--- src/rtl/uart_pkg.sv ---
// Shared UART constants and the command-assembly FSM state type.
package uart_pkg;

  localparam int DATA_BITS  = 8;
  localparam int FRAME_BITS = 10;

  typedef enum logic [1:0] {
    IDLE = 2'd0,
    HIGH = 2'd1,
    LOW  = 2'd2
  } wr_state_e;

endpackage

--- src/rtl/uart.sv ---
// 8N1 serial engine: independent transmitter and receiver sharing BAUD_DIV timing.
module uart
  import uart_pkg::*;
#(
  parameter int BAUD_DIV = 5208
) (
  input  logic                 clk,
  input  logic                 rst,
  input  logic                 rx_i,
  input  logic [DATA_BITS-1:0] tx_data_i,
  input  logic                 trmt_i,
  output logic                 tx_o,
  output logic                 tx_done_o,
  output logic [DATA_BITS-1:0] rx_data_o,
  output logic                 rx_rdy_o
);

  localparam int CW = $clog2(BAUD_DIV + 1);
  localparam int BW = $clog2(FRAME_BITS + 1);
  localparam logic [CW-1:0] BAUD_LAST = CW'(BAUD_DIV - 1);
  localparam logic [CW-1:0] BAUD_HALF = CW'(BAUD_DIV / 2);
  localparam logic [BW-1:0] BIT_LAST  = BW'(FRAME_BITS - 1);

  logic [FRAME_BITS-1:0] tx_shift_q;
  logic [CW-1:0]         tx_baud_q;
  logic [BW-1:0]         tx_bit_q;
  logic                  tx_busy_q;
  logic                  tx_done_q;

  // The idle line is the all-ones shift register, so TX needs no extra mux.
  // NOTE: sequential state uses non-blocking assignments so every flop samples pre-edge values.
  always_ff @(posedge clk or posedge rst) begin
    if (rst) begin
      tx_shift_q <= '1;
      tx_baud_q  <= '0;
      tx_bit_q   <= '0;
      tx_busy_q  <= 1'b0;
      tx_done_q  <= 1'b0;
    end else if (!tx_busy_q) begin
      if (trmt_i) begin
        tx_shift_q <= {1'b1, tx_data_i, 1'b0};
        tx_baud_q  <= '0;
        tx_bit_q   <= '0;
        tx_busy_q  <= 1'b1;
        tx_done_q  <= 1'b0;
      end
    end else if (tx_baud_q == BAUD_LAST) begin
      tx_baud_q  <= '0;
      tx_shift_q <= {1'b1, tx_shift_q[FRAME_BITS-1:1]};
      if (tx_bit_q == BIT_LAST) begin
        tx_bit_q  <= '0;
        tx_busy_q <= 1'b0;
        tx_done_q <= 1'b1;
      end else begin
        tx_bit_q <= tx_bit_q + 1'b1;
      end
    end else begin
      tx_baud_q <= tx_baud_q + 1'b1;
    end
  end

  assign tx_o      = tx_shift_q[0];
  assign tx_done_o = tx_done_q;

  logic [1:0]           rx_sync_q;
  logic                 rx_prev_q;
  logic [CW-1:0]        rx_baud_q;
  logic [BW-1:0]        rx_bit_q;
  logic                 rx_busy_q;
  logic                 rx_rdy_q;
  logic [DATA_BITS-1:0] rx_shift_q;

  // Synchroniser and edge history preset high so reset release never looks like a start edge.
  always_ff @(posedge clk or posedge rst) begin
    if (rst) begin
      rx_sync_q  <= 2'b11;
      rx_prev_q  <= 1'b1;
      rx_baud_q  <= '0;
      rx_bit_q   <= '0;
      rx_busy_q  <= 1'b0;
      rx_rdy_q   <= 1'b0;
      rx_shift_q <= '0;
    end else begin
      rx_sync_q <= {rx_sync_q[0], rx_i};
      rx_prev_q <= rx_sync_q[1];
      rx_rdy_q  <= 1'b0;
      if (!rx_busy_q) begin
        if (rx_prev_q && !rx_sync_q[1]) begin
          rx_busy_q <= 1'b1;
          rx_baud_q <= '0;
          rx_bit_q  <= '0;
        end
      end else begin
        rx_baud_q <= (rx_baud_q == BAUD_LAST) ? '0 : rx_baud_q + 1'b1;
        if (rx_baud_q == BAUD_HALF) begin
          if (rx_bit_q == BIT_LAST) begin
            rx_bit_q  <= '0;
            rx_busy_q <= 1'b0;
            rx_rdy_q  <= 1'b1;
          end else begin
            if (rx_bit_q != '0)
              rx_shift_q <= {rx_sync_q[1], rx_shift_q[DATA_BITS-1:1]};
            rx_bit_q <= rx_bit_q + 1'b1;
          end
        end
      end
    end
  end

  assign rx_data_o = rx_shift_q;
  assign rx_rdy_o  = rx_rdy_q;

endmodule

--- src/rtl/uart_wrapper.sv ---
// Assembles two received bytes into a 16-bit command and transmits response bytes.
// Optional inter-byte timeout enabled by defining CMD_TIMEOUT_EN.
module uart_wrapper
  import uart_pkg::*;
#(
  parameter int BAUD_DIV    = 5208,
  parameter int TIMEOUT_CYC = 1048576
) (
  input  logic        clk,
  input  logic        rst,
  input  logic        RX,
  output logic        TX,
  output logic [15:0] cmd,
  output logic        cmd_rdy,
  input  logic        clr_cmd_rdy,
  input  logic [7:0]  resp,
  input  logic        trmt,
  output logic        tx_done
);

  logic                 rx_rdy;
  logic [DATA_BITS-1:0] rx_data;

  uart #(.BAUD_DIV(BAUD_DIV)) u_uart (
    .clk       (clk),
    .rst       (rst),
    .rx_i      (RX),
    .tx_data_i (resp),
    .trmt_i    (trmt),
    .tx_o      (TX),
    .tx_done_o (tx_done),
    .rx_data_o (rx_data),
    .rx_rdy_o  (rx_rdy)
  );

  wr_state_e            state_q;
  logic [DATA_BITS-1:0] high_q;
  logic [15:0]          cmd_q;
  logic                 cmd_rdy_q;

`ifdef CMD_TIMEOUT_EN
  localparam int TW = $clog2(TIMEOUT_CYC + 1);
  localparam logic [TW-1:0] TMO_LAST = TW'(TIMEOUT_CYC - 1);
  logic [TW-1:0] tmo_q;
`endif

  always_ff @(posedge clk or posedge rst) begin
    if (rst) begin
      state_q   <= IDLE;
      high_q    <= '0;
      cmd_q     <= '0;
      cmd_rdy_q <= 1'b0;
`ifdef CMD_TIMEOUT_EN
      tmo_q     <= '0;
`endif
    end else begin
      // Acknowledge first so a same-cycle set below takes priority.
      if (clr_cmd_rdy)
        cmd_rdy_q <= 1'b0;
      case (state_q)
        IDLE: begin
          if (rx_rdy) begin
            high_q    <= rx_data;
            cmd_rdy_q <= 1'b0;
            state_q   <= HIGH;
          end
        end
        HIGH: begin
          state_q <= LOW;
`ifdef CMD_TIMEOUT_EN
          tmo_q   <= '0;
`endif
        end
        LOW: begin
          if (rx_rdy) begin
            cmd_q     <= {high_q, rx_data};
            cmd_rdy_q <= 1'b1;
            state_q   <= IDLE;
          end
`ifdef CMD_TIMEOUT_EN
          else if (tmo_q == TMO_LAST) begin
            state_q <= IDLE;
          end else begin
            tmo_q <= tmo_q + 1'b1;
          end
`endif
        end
        default: state_q <= IDLE;
      endcase
    end
  end

  assign cmd     = cmd_q;
  assign cmd_rdy = cmd_rdy_q;

endmodule

--- config.mk ---
export PLATFORM = sky130hd
export DESIGN_NAME = uart_wrapper
export DESIGN_NICKNAME = d
export VERILOG_FILES = /design/src/rtl/uart_pkg.sv /design/src/rtl/uart.sv /design/src/rtl/uart_wrapper.sv
export SDC_FILE = /design/constraint.sdc
export NUM_CORES = 1
export LEC_CHECK = 0
export CELL_PAD_IN_SITES_DETAIL_PLACEMENT = 1
export CELL_PAD_IN_SITES_GLOBAL_PLACEMENT = 2
export CORE_AREA = 2 2 79 138
export CTS_CLUSTER_SIZE = 25
export DETAILED_ROUTE_END_ITERATION = 6
export DIE_AREA = 0 0 81 140
export PLACE_DENSITY_LB_ADDON = 0.1
export RECOVER_POWER = 100
export SLEW_MARGIN = 20
export SYNTH_ARGS = -nofsm -noshare
export SYNTH_HDL_FRONTEND = slang
export SYNTH_HIERARCHICAL = 1
export SYNTH_SLANG_ARGS = --single-unit
--- constraint.sdc ---
create_clock -name clk -period 5.2 [get_ports clk]
set_input_delay 1.04 -clock clk [delete_from_list [all_inputs] [get_ports clk]]
set_output_delay 1.04 -clock clk [all_outputs]
set_load 0.02 [all_outputs]
==> impl_results.md <==
* Status: finished, final reports clean
* Inserted Clock Buffers at 9
* Clk sinks at 85
* Dominant cells by area after synthesis: dfrtp_1 46%, mux2_2 9.3%, dfstp_2 7.9%
* Final hold vios at 0
* Die Span X at 81 um
* Htree depth at 3
* Total GRT Usage at 17.5%
* Ys flop type: dfrtp_1
* Synth Area per Inst at 11.2 sq um
* Leading area contributor after synthesis: dfrtp_1
* Fraction of registers with async set/reset at 100%
* DRC viols at 0
* CTS resizes at 0
* Power Dens Cells at 370 nW/um^2
* Remaining Overflow, GRT at 0
* Worst-path fanout max at 11
* Cell Chain, Critical Path: or3b_1 > or4_1 > nor2_1 > mux2_2
* CP arrival at 3.11 ns
* I/O pins at 32
* Final nets at 410
* Endpoint class of the critical path: flop
* Worst Hold Class: flop to flop
* Worst vdd ir at 0.224 mV
* WL/cell at 17.4 um
* CTS tree: done
* Net Sw Frac at 30.5%
* Clock tree buffer depth at 2
* Most common cell after layout, fill and taps aside: dfrtp_1
* Most frequent cells in the layout: 73 x dfrtp_1, 33 x mux2_2, 25 x nand3_1
* Worst Setup Path Type: flop to flop
* Count of cell types in the netlist at 57
* Postcts setup bufs at 0
* Clk pin slew, worst setup/hold paths at 0.07 ns
* Clock power share at 37.1%
* Switching pwr at 0.000526 W
* EDFF count, synth at 0
* Row cnt at 49
* Static Leakage at 2.18 nW
* Max-Cap Viols at 0
* Delay-heaviest family, CP: simple AND/OR/NAND/NOR gates
* Filler cells at 1116
* Layout cells sized above 1 at 16.5%
* Area grow syn2layout at 16.8%
* Startpoint types: flop
* Clock root buffer: clkbuf_16
* CP max stage cell: or4_1
* Initial antenna violation count at 0
* Worst Path Buf+Inv at 0
* Syn Nets at 377
* Relative slew slack at 7.35%
* Core Area at 10200 sq um
* Clock latency on the worst-skew pair at 0.34 ns
* Ys Warns at 6
* Required @ worst endpoint at 5.42 ns
* Cell count after synthesis at 356
* Final period util at 55.5%
* Internal at 0.00120 W
* Setup_tns at 0 ns
* Vias per cell at 5.52
* # setup viols final at 0
* Final number of max-transition violations at 0
* Seq/Total Area, Yosys at 53.6%
* Flops & latches, synth at 85
* Die ar. at 11300 sq um
* Combinational power share at 13.1%
* Worst Skew at 0.0101 ns
* Vias in the first global route at 3182
* Drt first pass iters at 4
* Via count at 2875
* CP max stage delay at 0.73 ns
* Global placement routability congestion at 0.793
* Starting density of the core at 39.3%
* Largest net degree at the start of global routing at 31
* Worst slew pin tran at 1.39 ns
* Overall Power at 0.00173 W
* CTS Hold Bufs at 0
* DR iter-0 viols at 112
* First-pass GRT wire length at 15500 um
* Share of Yosys cell area claimed by the top area cell type at 45.7%
* Non-Filler Instances at 521
* RSZ-0062 raised after global routing: false
* DP HPWL at 6460 um
* Reg power frac at 49.9%
* Mapped Area at 4000 sq um
* Die Y-Extent at 140 um
* Port bufs at 31
* Placed cell count at 505
* WL final at 9060 um
* Post-DRT Antenna Nets at 0
* Tmin final at 2.89 ns
* Highest clock rate at 346 MHz
* Antenna fix cells at 0
==> logic make-up after synthesis <==
family                     Yosys count  share of synthesized area [%]
muxes                               44                           12.1
buffers and inverters               33                           3.70
DFF                                 85                           53.6
xor gates and xnor gates             3                          0.658
adders and majority gates            8                           2.51
and+or+nand+nor                    117                           16.9
AOI/OAI and AO/OA                   66                           10.6
==> power by group through the flow <==
stage                     Sequential, W  Combinational [W]  Clock (W)
after floorplan                0.000829           0.000191          0
after global placement         0.000871           0.000225          0
after detailed placement       0.000871           0.000236          0
after CTS                      0.000862           0.000236   0.000662
after global routing           0.000879           0.000262   0.000685
final                          0.000861           0.000226   0.000640
==> cell type report <==
| type | count | area [sq um] | share of cell area [%] |
|---|---|---|---|
| multi-input cells | 238 | 1660 | 35.6 |
| clock buffers | 9 | 225 | 4.82 |
| inverters | 22 | 82.6 | 1.77 |
| flip-flops and latches | 85 | 2140 | 45.9 |
| repair buffers | 33 | 322 | 6.89 |
| well taps | 127 | 159 | 3.40 |
| clock inverters | 7 | 75.1 | 1.61 |
==> Yosys cell counts, drive strengths merged (2+ instances only) <==
library cell	instances
nand3b	5
buf	6
or3	6
ha	8
or4	3
nand2	20
nand3	25
and3	7
or4b	4
o41ai	3
nand2b	5
o22ai	6
mux2	33
o21ai	18
nor3	3
a22o	3
nand4	8
clkbuf	5
a21oi	22
o211ai	3
mux2i	11
nor3b	2
dfrtp	73
nor4	3
xnor2	2
nor2	19
inv	21
dfstp	12
o311ai	2
==> worst reg2reg max path: stages (launching register included) <==
cell     delay (ns)
dfrtp_1        0.51
or3b_1         0.44
or4_1          0.73
nor2_1         0.68
mux2_2         0.42
==> per-stage QoR <==
step | hold WS, ns | cell area [sq um] | worst slack [ns] | util, %
after floorplan | 0.345 | 4000 | 2.75 | -
after global placement | 0.347 | 4420 | 2.58 | 43.4
after detailed placement | 0.349 | 4420 | 2.56 | 43.5
after CTS | 0.360 | 4720 | 2.68 | 46.4
after global routing | 0.373 | 4670 | 2.10 | 45.9
final | 0.362 | 4670 | 2.31 | 45.9
==> state kept, by name, indices dropped and copies added (netlist names) <==
signal and cells:
u_uart/rx_prev_q 1, cmd_rdy 1, u_uart/rx_sync_q 2, state_q 2, u_uart/tx_baud_q 13, u_uart/rx_bit_q 4
u_uart/rx_rdy_o 1, u_uart/rx_busy_q 1, cmd 16, u_uart/tx_done_o 1, u_uart/rx_data_o 8, u_uart/tx_bit_q 4
high_q 8, u_uart/rx_baud_q 13, u_uart/tx_shift_q 9, u_uart/tx_busy_q 1
==> final timing paths <==
kind,to,start,cells past startpoint,slack [ns]
setup / recovery,u_uart/rx_data_o[7],u_uart/rx_baud_q[2],4,2.31
hold / removal,u_uart/rx_sync_q[1],u_uart/rx_sync_q[0],0,0.36
setup reg to reg,u_uart/rx_data_o[7],u_uart/rx_baud_q[2],4,2.31
hold reg to reg,u_uart/rx_sync_q[1],u_uart/rx_sync_q[0],0,0.36
max in group asynchronous,u_uart/rx_prev_q,rst,3,2.62
min in group asynchronous,high_q[5],rst,2,1.42
==> routing by layer <==
metal / vias to the layer above / track usage [%] / routed length (um)
met2: 31 / 33.4 / 5230
met3: 12 / 2.13 / 155
met1: 1476 / 18.8 / 3520
met4: 0 / 6.96 / 152
li1: 1356 / - / -
met5: - / 0 / 0
Note: power is estimated with default switching activity, not from simulation.
